`src/rtl/alu_sequencer.sv`:
```
// Issue-side controller for a combinational 16-bit ALU: register file, operand issue,
// writeback and architectural {N,Z,V,C}. Optional carry support via macro ALU_CARRY_EN.
module alu_sequencer #(
  parameter int NREGS = 4,
  parameter int WIDTH = 16
) (
  input  logic             clk,
  input  logic             reset,
  input  logic             instr_valid,
  output logic             instr_ready,
  input  logic [3:0]       instr_op,
  input  logic [1:0]       instr_rd,
  input  logic [1:0]       instr_ra,
  input  logic [1:0]       instr_rb,
  input  logic             ld_en,
  input  logic [1:0]       ld_addr,
  input  logic [WIDTH-1:0] ld_data,
  output logic [3:0]       alu_op,
  output logic [WIDTH-1:0] alu_a,
  output logic [WIDTH-1:0] alu_b,
  input  logic [WIDTH-1:0] alu_result,
  input  logic [3:0]       alu_ccr,
  output logic [3:0]       ccr,
  output logic             done,
  output logic             illegal,
  input  logic [1:0]       dbg_sel,
  output logic [WIDTH-1:0] dbg_data,
  output logic [1:0]       dbg_state
);

  typedef enum logic [1:0] {IDLE, ISSUE, EXEC, WB} state_t;

  state_t           state;
  logic [WIDTH-1:0] rf [NREGS];
  logic [3:0]       op_q;
  logic [1:0]       rd_q;
  logic [1:0]       ra_q;
  logic [1:0]       rb_q;
  logic [1:0]       ccr_nz;
  logic             carry;

  // Handshake: an instruction is accepted on a rising edge where instr_valid
  // and instr_ready are both high; instr_ready is high only in IDLE outside reset.
  assign instr_ready = (state == IDLE) && !reset;
  assign dbg_data    = rf[dbg_sel];
  assign dbg_state   = state;
  assign ccr         = {ccr_nz, 1'b0, carry};

  // The ALU's V/C outputs are not architectural here.
  logic unused_alu_flags;
  assign unused_alu_flags = ^alu_ccr[1:0];

  always_ff @(posedge clk) begin
    if (reset) begin
      state   <= IDLE;
      for (int i = 0; i < NREGS; i++) rf[i] <= '0;
      op_q    <= '0;
      rd_q    <= '0;
      ra_q    <= '0;
      rb_q    <= '0;
      ccr_nz  <= '0;
      alu_op  <= '0;
      alu_a   <= '0;
      alu_b   <= '0;
      done    <= 1'b0;
      illegal <= 1'b0;
    end else begin
      if (ld_en) rf[ld_addr] <= ld_data;
      case (state)
        IDLE: begin
          if (instr_valid) begin
            op_q  <= instr_op;
            rd_q  <= instr_rd;
            ra_q  <= instr_ra;
            rb_q  <= instr_rb;
            state <= ISSUE;
          end
        end
        ISSUE: begin
          alu_op <= op_q;
          alu_a  <= rf[ra_q];
          alu_b  <= rf[rb_q];
          state  <= EXEC;
        end
        EXEC: begin
          done <= 1'b1;
          // Placed after the load above so a same-edge writeback to rd wins.
          if (op_q <= 4'd10) begin
            rf[rd_q] <= alu_result;
            ccr_nz   <= alu_ccr[3:2];
          end else if (op_q >= 4'd13) begin
            illegal <= 1'b1;
          end
          state <= WB;
        end
        WB: begin
          done    <= 1'b0;
          illegal <= 1'b0;
          state   <= IDLE;
        end
        default: state <= IDLE;
      endcase
    end
  end

`ifdef ALU_CARRY_EN
  always_ff @(posedge clk) begin
    if (reset) begin
      carry <= 1'b0;
    end else if (state == EXEC) begin
      if (op_q == 4'd11) carry <= 1'b0;
      else if (op_q == 4'd12) carry <= 1'b1;
    end
  end
`else
  assign carry = 1'b0;
`endif

endmodule

```
`config.mk`:
```
export PLATFORM = sky130hd
export DESIGN_NAME = alu_sequencer
export DESIGN_NICKNAME = d
export VERILOG_FILES = /design/src/rtl/alu_sequencer.sv
export SDC_FILE = /design/constraint.sdc
export NUM_CORES = 1
export LEC_CHECK = 0
export ABC_AREA = 1
export BUFFER_PORTS_ARGS = -buffer_cell sky130_fd_sc_hd__buf_2
export CAP_MARGIN = 5
export CORE_UTILIZATION = 64
export CTS_BUF_LIST = sky130_fd_sc_hd__clkbuf_4
export CTS_CLUSTER_SIZE = 30
export DETAILED_ROUTE_END_ITERATION = 8
export GPL_TIMING_DRIVEN = 0
export PLACE_DENSITY = 0.89
export SYNTH_ARGS = -nofsm -noshare
export SYNTH_HDL_FRONTEND = slang
export SYNTH_SLANG_ARGS = --single-unit
```
`constraint.sdc`:
```
create_clock -name clk -period 3 [get_ports clk]
set_input_delay 0.3 -clock clk [delete_from_list [all_inputs] [get_ports clk]]
set_output_delay 0.3 -clock clk [all_outputs]
set_load 0.02 [all_outputs]
```
Word level (Yosys, flattened, before mapping)
Memories as Yosys holds them, arrays and structs flattened. A register that Yosys moved wholly into a read port is not among the register bits.
Index checks and enable logic that the tools add are counted.
{"block": "totals", "register_bits": 20, "mem_bits_rw": 64, "in_bits": 54, "out_inout_bits": 61, "elab_cells": 48, "mem_count": 1}
{"block": "classes", "n_lt_le_gt_ge": 2, "n_eq_ne": 6, "n_mux": 21, "reduce_logical": 9}
{"name": "rf", "depth": 4, "word_bits": 16, "rd": 3, "rd_clocked_by_memory_dff": 2, "wr": 4, "line": "34", "text": "logic [WIDTH-1:0] rf [NREGS];"}
{"cell": "16-bit 2-to-1 mux", "n": 2}
{"cell": "16-bit OR reduction", "n": 2}
{"cell": "1-bit 2-to-1 mux", "n": 13}
{"cell": "2-bit case mux with 4 select lines", "n": 1}
{"cell": "2-bit 2-to-1 mux", "n": 3}
{"cell": "2-bit inequality test, second input constant", "n": 3}
{"cell": "2-bit == test, second input constant", "n": 2}
{"cell": "4-bit greater-or-equal comparator, second input constant", "n": 1}
{"cell": "4-bit <= comparator, second input constant", "n": 1}
{"cell": "1-bit case mux with 2 select lines", "n": 2}
{"cell": "2-bit AND reduction", "n": 2}
{"cell": "3-bit AND reduction", "n": 1}
{"cell": "2-bit by 1-bit == test with 1-bit output, second input constant", "n": 1}
{"cell": "2-bit logical NOT", "n": 1}
{"cell": "2-bit nonzero test", "n": 1}
{"cell": "1-bit logical AND", "n": 1}
{"cell": "1-bit logical NOT", "n": 1}

Depth between registers and ports, before layout
Gate-level depths: netlist (run 1).
{"block": "logic_depth", "ltp_word": 7, "depth_mapped": 8, "ltp_nobuf": 7}

Least setup slack after synthesis (run 1)
OpenSTA, ideal clock, no wires.
{"block": "synth_timing", "path_type": "reg-to-reg", "start": "register state[0], in the netlist dbg_state[0]", "end": "memory rf[0][0] (enable)", "setup_time_ps": 416, "arrival_time_ps": 1791, "required_ps": 2584, "slack_ps": 792, "stages_incl_launch_ff": 8, "path_buffers": 1, "cell_sequence": "dfxtp_1 inv_1 ha_1 nand2_1 inv_2 nand4_4 buf_2 nand3_1"}
{"item": "from (decl)", "line": "33", "text": "state_t state;"}
{"item": "from (signal assigned)", "line": "55", "text": "state <= IDLE;"}
{"item": "from (signal assigned)", "line": "76", "text": "state <= ISSUE;"}
{"item": "from (signal assigned)", "line": "83", "text": "state <= EXEC;"}
{"item": "to (decl)", "line": "34"}

==> results of run 1 <==
registers in the layout, indices dropped and copies added (netlist names):
register / flops
ra_q: 2
op_q: 4
done: 1
rd_q: 2
alu_op: 4
rb_q: 2
illegal: 1
alu_a: 16
ccr_nz: 2
dbg_state: 2
alu_b: 16
rf: 64
report_power, final:
part           switching (mW)  internal (mW)
sequential              0.211           2.05
combinational            1.89          0.836
clock                   0.615          0.665
kinds of logic (layout without fill, tap and decap cells):
logic type	count (synthesis)	after routing	share of synthesized area [%]
fa+ha+maj	5	5	0.874
other cells	1	3	0.0524
flops	116	116	41.4
simple gates	657	657	40.2
compound gates	78	78	5.75
buf+inv	207	348	11.7
worst max-delay path, delay by kind of cell, from the launching register on:
| kind | cells | cell delay, ps |
|---|---|---|
| adder cells (fa/ha/maj) | 1 | 290 |
| AND/OR/NAND/NOR | 3 | 970 |
| buffers and inverters | 3 | 480 |
| flip-flops | 1 | 410 |
layout make-up:
type / count / area (µm²)
inverters: 136 / 513
plain buffers: 71 / 325
diodes: 1 / 2.50
flip-flops and latches: 116 / 2960
fillers: 909 / 2680
repair buffers: 109 / 546
clock inverters: 14 / 185
clock buffers: 18 / 135
multi-input cells: 742 / 3360
well taps: 140 / 175
stage by stage:
stage,area (µm²),util [%],power (mW)
finish,8210,75.4,6.27
global route,8210,75.4,6.68
CTS,8200,75.3,6.21
detailed placement,7880,72.4,4.95
global placement,7880,72.4,4.89
floorplan,7160,-,4.14
cells in the mapped netlist:
cell type / count
buf_2: 29
o21ai_0: 47
dfxtp_1: 52
nor2_2: 2
nor2_1: 177
nor3_1: 1
conb_1: 1
clkinv_1: 2
nand4_4: 4
nor2_4: 3
edfxtp_1: 64
inv_2: 6
buf_1: 8
nand2_1: 299
a21oi_1: 14
clkbuf_1: 28
buf_4: 6
nand4_1: 64
nand3_2: 4
inv_4: 1
ha_1: 5
o22ai_1: 17
inv_1: 127
nand3_1: 103
worst min-delay path by stage:
stage	startpoint	to	slack, ps	cells past startpoint
floorplan	instr_op[2]	op_q[2]$_SDFFE_PP0P_	470	2
global placement	illegal$_SDFFE_PP0P_	illegal$_SDFFE_PP0P_	450	2
detailed placement	illegal$_SDFFE_PP0P_	illegal$_SDFFE_PP0P_	450	2
CTS	instr_op[2]	op_q[2]$_SDFFE_PP0P_	2	3
global route	instr_op[2]	op_q[2]$_SDFFE_PP0P_	60	3
finish	instr_op[2]	op_q[2]$_SDFFE_PP0P_	20	3
layer usage:
metal	global-route usage (%)	vias to the layer above	part of all wire, %	routed length, µm
met5	0	-	0	0
met4	16.6	0	3.2	669
met3	5.21	49	10	2160
met2	57.3	537	45	9340
met1	53.1	3290	42	8760
li1	-	3682	-	-
==> summary.md, run 1 <==
| Metric | Value |
|---|---|
| Sequential element share of the synthesized area | approximately 41% |
| Critical path endpoint | rf[0][10]$_DFFE_PP_ |
| Cts hold-fix bufs | 0 |
| Initial antenna violation count | 1 |
| DRT Pass-1 Iters | 7 |
| Top post-synthesis cells by area | edfxtp_1, nand2_1, dfxtp_1 |
| Non-Filler Instances | 1,347 |
| Seq cells post-synth | approximately 120 |
| Warnings from Yosys | 0 |
| Most common cell after layout, fill and taps aside | nand2_1 |
| Cell area after synthesis | 7160 µm² |
| Status | finished with violations |
| Clock Path Buffers | 2 |
| Dpl ws | 416 ps |
| Setup WS post-layout | 343 ps |
| Worst Path Arrival | roughly 2700 ps |
| First-pass GRT wire length | roughly 33,000 µm |
| Mapped Cells | about 1,100 |
| Clk sink count | approximately 120 |
| Leak | between 4 and 5 nW |
| Setup bufs post-CTS | 0 |
| CORE AREA | around 11,000 µm² |
| Max Freq | between 0.3 and 0.4 GHz |
| Slowest-stage cell, CP | nand3_1 |
| Critical Path Start Type | flop |
| CTS tree | done |
| Layout cells sized above 1 | about 16% |
| WL final | roughly 21,000 µm |
| RSZ-0062 raised after global routing | no |
| Dpl hpwl | 15,800 µm |
| CTS root buffer | clkbuf_4 |
| Iter 0 DRT Violations | roughly 840 |
| Leading area contributor after synthesis | edfxtp_1 |
| Setup TNS | 0 ps |
| Critical Path, Cell by Cell | inv_1, ha_1, nand2_1, inv_2, nand4_4, buf_2, nand3_1 |
| P&R area growth vs syn | 14.6% |
| Yosys cell types | 24 |
| Die width | between 100 and 150 µm |
| Final Setup Violations | 0 |
| # resized after CTS | 0 |
| Inst Count DP | 1,314 |
| Initial core utilization | 65.7% |
| Max Cap Viol | 0 |
| Drt wl/cell | ~16 µm |
| Final ANT Viol Nets | 0 |
| H-tree depth | 4 |
| Die H | roughly 110 µm |
| Ratio of final minimum period to clock period | a little under 90% |
| Setup Skew | 22.8 ps |
| I/O pin count | 115 |
| CTS clock-pin slew for the worst setup and hold paths | ~120 ps |
| Worst Setup SP | dbg_state[0]$_SDFFE_PP0P_ |
| Max-slew violation count | 0 |
| Most frequent cells in the layout | nand2_1, nor2_1, buf_2 |
| Via-per-instance ratio | 5.61 |
| Slowest stage delay, CP | approximately 640 ps |
| Drt drc | 1 |
| GRT Util Overall | 37.6% |
| Mean post-synth cell area | 6.73 µm² |
| Final period demand of the worst path | around 2700 ps |
| Critical Path RT | just over 3000 ps |
| Vias in the first global route | between 6,000 and 7,000 |
| Pwr per Cell Area | approximately 760 nW/µm² |
| Setup crit end kind | flop |
| Largest net degree at the start of global routing | 17 |
| Clock latency on the worst-skew pair | ~550 ps |
| Hold slack | about 22 ps |
| Final hold violation count | 0 |
| Inserted Clock Buffers | 17 |
| Worst IR Drop VDD | roughly 0.55 mV |
| Hold Path Class | in2reg |
| Flop-to-flop setup slack | around 340 ps |
| Max-slew headroom | 41.7% |
| Final global-route overflow total | 0 |
| PortBufs | 109 |
| Crit Path Class | reg2reg |
| Yosys top cell area share | between 20% and 30% |
| RR Endpoint | rf[0][10]$_DFFE_PP_ |
| RePlAce Congestion | between 0.9 and 1 |
| Vias | 7,558 |
| FF-to-FF Start | dbg_state[0]$_SDFFE_PP0P_ |
| Failing checks | design-rule violations |
| NumNets Final | between 1,000 and 1,500 |
| FP Rows | 38 |
| Die ar. | between 10,000 and 15,000 µm² |
| FF-to-FF path depth | 7 |
| Measured slew at the worst slew-check pin | roughly 870 ps |
| Worst Path Max Fanout | 16 |
(Power assumes the default switching activity.)
==> run 2, diff against run 1 <==
Settings changed: REMOVE_ABC_BUFFERS set to 1.
==> run 2 against run 1 <==
  * Maximum frequency shrank 7.8%
  * Critical path type unchanged
  * Highest routed layer unchanged
  * Wire length shrank 5.1%
  * The run now ends clean
  * Critical path depth fell by 4
  * Final cell count shrank 5.0%
  * Combinational power shrank 8.4%
==> summary.md, run 2 (synthesis gave the netlist of run 1 again) <==
| Metric | Value |
|---|---|
| # diodes | 0 (-1) |
| Leak | 4.08 nW (-3.5%) |
| Final hold violation count | 0 (unchanged) |
| Top reg by flops | rf |
| Max Freq | 0.347 GHz (-7.8%) |
| Clock latency on the worst-skew pair | 550 ps (about the same) |
| Iter 0 DRT Violations | 896 (+7.2%) |
| CTS root buffer | clkbuf_4 |
| Inserted Clock Buffers | 17 (unchanged) |
| Logic pwr share | 40.6% (-3.0 points) |
| P&R area growth vs syn | 11.2% |
| NumNets Final | 1,185 (-5.4%) |
| Critical Path RT | 3150 ps (+110 ps) |
| H-tree depth | 4 (unchanged) |
| RSZ-0062 raised after global routing | no |
| GRT Util Overall | 35.4% (-2.2 points) |
| Clock Path Buffers | 2 (unchanged) |
| Switching part of the total | 42.9% (-0.46 points) |
| Final Setup Violations | 0 (unchanged) |
| Metal3 WL | 2400 µm (+11%) |
| Net Switching | 2.65 mW (-2.5%) |
| Initial core utilization | 65.7% (unchanged) |
| Hold slack | 39.3 ps (+17.5 ps) |
| Ratio of final minimum period to clock period | 96.0% (+7.5 points) |
| Largest regs | rf x64, alu_a x16, alu_b x16 |
| Via-per-instance ratio | 5.76 (+2.6%) |
| I/O pin count | 115 (unchanged) |
| Met1 Wirelength | 7560 µm (-14%) |
| Die width | 108 µm (unchanged) |
| CTS tree | done |
| PortBufs | 110 (+0.92%) |
| Number of flip-flops in the largest register | 64 (unchanged) |
| Setup crit end kind | flop |
| Max-slew headroom | 20.4% (-21 points) |
| Hold Path Class | in2reg |
| Pwr per Cell Area | 776 nW/µm² (+1.6%) |
| First-pass GRT wire length | 31,400 µm (-5.6%) |
| Setup Skew | 18.6 ps (-4.23 ps) |
| WL final | 19,900 µm (-5.1%) |
| Design Area, Final | 7960 µm² (-3.0%) |
| Status | complete, no violations |
| Final period demand of the worst path | 2880 ps (+224 ps) |
| Die ar. | 11,600 µm² (unchanged) |
| Met2 Wirelength | 9200 µm (-1.5%) |
| Dpl hpwl | 12,000 µm (-24%) |
| Cell Area, Placed | 7620 µm² (-3.4%) |
| Max-slew violation count | 0 (unchanged) |
| Most common cell after layout, fill and taps aside | nand2_1 |
| RePlAce Congestion | 0.878 (-12%) |
| Worst hold start | instr_rb[1] |
| Measured slew at the worst slew-check pin | 1190 ps (+321 ps) |
| Vias | 7,362 (-2.6%) |
| Drt drc | 0 (-1) |
| Worst Path Max Fanout | 17 (+1) |
| Largest net degree at the start of global routing | 91 (+74) |
| Layout cells sized above 1 | 14.6% (-1.4 points) |
| Sequential power share | 38.2% (+2.2 points) |
| Crit Path Class | reg2reg |
| Critical Path Start Type | flop |
| Final ANT Viol Nets | 0 (unchanged) |
| Flop-to-flop setup slack | 120 ps (-220 ps) |
| Final global-route overflow total | 0 (unchanged) |
| Clk sink count | 116 (unchanged) |
| CTS clock-pin slew for the worst setup and hold paths | 110 ps (about the same) |
| Tot Pwr | 6.17 mW (-1.5%) |
| Most frequent cells in the layout | nand2_1, nor2_1, inv_1 |
| Drt wl/cell | 15.5 µm (about the same) |
| Top layer used by detailed routing | met4 |
| Setup bufs post-CTS | 0 (unchanged) |
| Vias in the first global route | 6,616 (+1.6%) |
| Worst IR Drop VDD | 0.750 mV (+36%) |
| Clock Power Share | 21.2% (+0.8 points) |
| DRT Pass-1 Iters | 6 (-1) |
| Worst Path Arrival | 3040 ps (+340 ps) |
| Max Cap Viol | 0 (unchanged) |
| CORE AREA | 10,900 µm² (unchanged) |
| # fillers | 874 (-3.9%) |
| Cell Int Power | 3.52 mW (-0.69%) |
| FP Rows | 38 (unchanged) |
| Initial antenna violation count | 0 (-1) |
| Die H | 108 µm (unchanged) |
| FF-to-FF Start | rd_q[1]$_SDFFE_PP0P_ |
| Worst Setup SP | rd_q[1]$_SDFFE_PP0P_ |
==> run 2: cell types whose count changed in the layout (fill, tap and decap cells not counted), sizes merged <==
cell         change
buf             -40
clkbuf          -27
clkinv           +1
clkinvlp         -1
diode            -1
dlygate4sd3      +1
inv              -1
==> run 2: metrics by stage <==
step | cells | utilization, % | setup TNS, ps | worst slack, ps
2_1_floorplan | 994 | - | 0 | 467
3_3_place_gp | 1244 | 69.5 | -19170 | -305
3_5_place_dp | 1246 | 70.0 | -12520 | -264
4_1_cts | 1279 | 73.1 | 0 | 178
5_1_grt | 1279 | 73.1 | 0 | 36.8
6_report | 1279 | 73.1 | 0 | 119
==> run 2: final cells by class <==
cell class | count | area (µm²) | area share, %
flip-flops and latches | 116 | 2970 | 37.3
repair buffers | 113 | 608 | 7.64
well taps | 140 | 175 | 2.20
clock buffers | 19 | 143 | 1.79
multi-input cells | 742 | 3370 | 42.3
inverters | 136 | 513 | 6.45
clock inverters | 13 | 184 | 2.31
==> run 2: worst paths after layout <==
| path | endpoint | cells after the start |
|---|---|---|
| worst min-delay path | rb_q[1]$_SDFFE_PP0P_ | 3 |
| worst min register to register | ccr_nz[0]$_SDFFE_PP0P_ | 2 |
| worst max register to register | rf[0][10]$_DFFE_PP_ | 3 |
| worst max-delay path | rf[0][10]$_DFFE_PP_ | 3 |
==> run 2: repair_timing <==
item	CTS	global route
hold buffers	1	0
hold endpoints to repair	1	0
resized for setup	0	2
setup endpoints to repair	0	7
==> run 2: layer usage <==
metal | vias to the layer above | GRT usage (%)
met5 | - | 0
met4 | 0 | 19.8
met3 | 69 | 8.66
met2 | 515 | 57.4
met1 | 3231 | 43.0
li1 | 3547 | -
==> run 2: worst max-delay path, cell delays in order, from the launching register on <==
cell and delay [ps]:
dfxtp_1 380, nor2_2 790, nand4_4 440, nand3_1 890
==> run 2: power by group through the flow <==
stage               registers, mW  logic (mW)  clock network (mW)
finish                       2.36        2.50                1.31
global route                 2.40        2.78                1.38
CTS                          2.34        2.48                1.31
detailed placement           2.38        2.47                   0
global placement             2.37        2.38                   0
floorplan                    2.58        1.43                   0
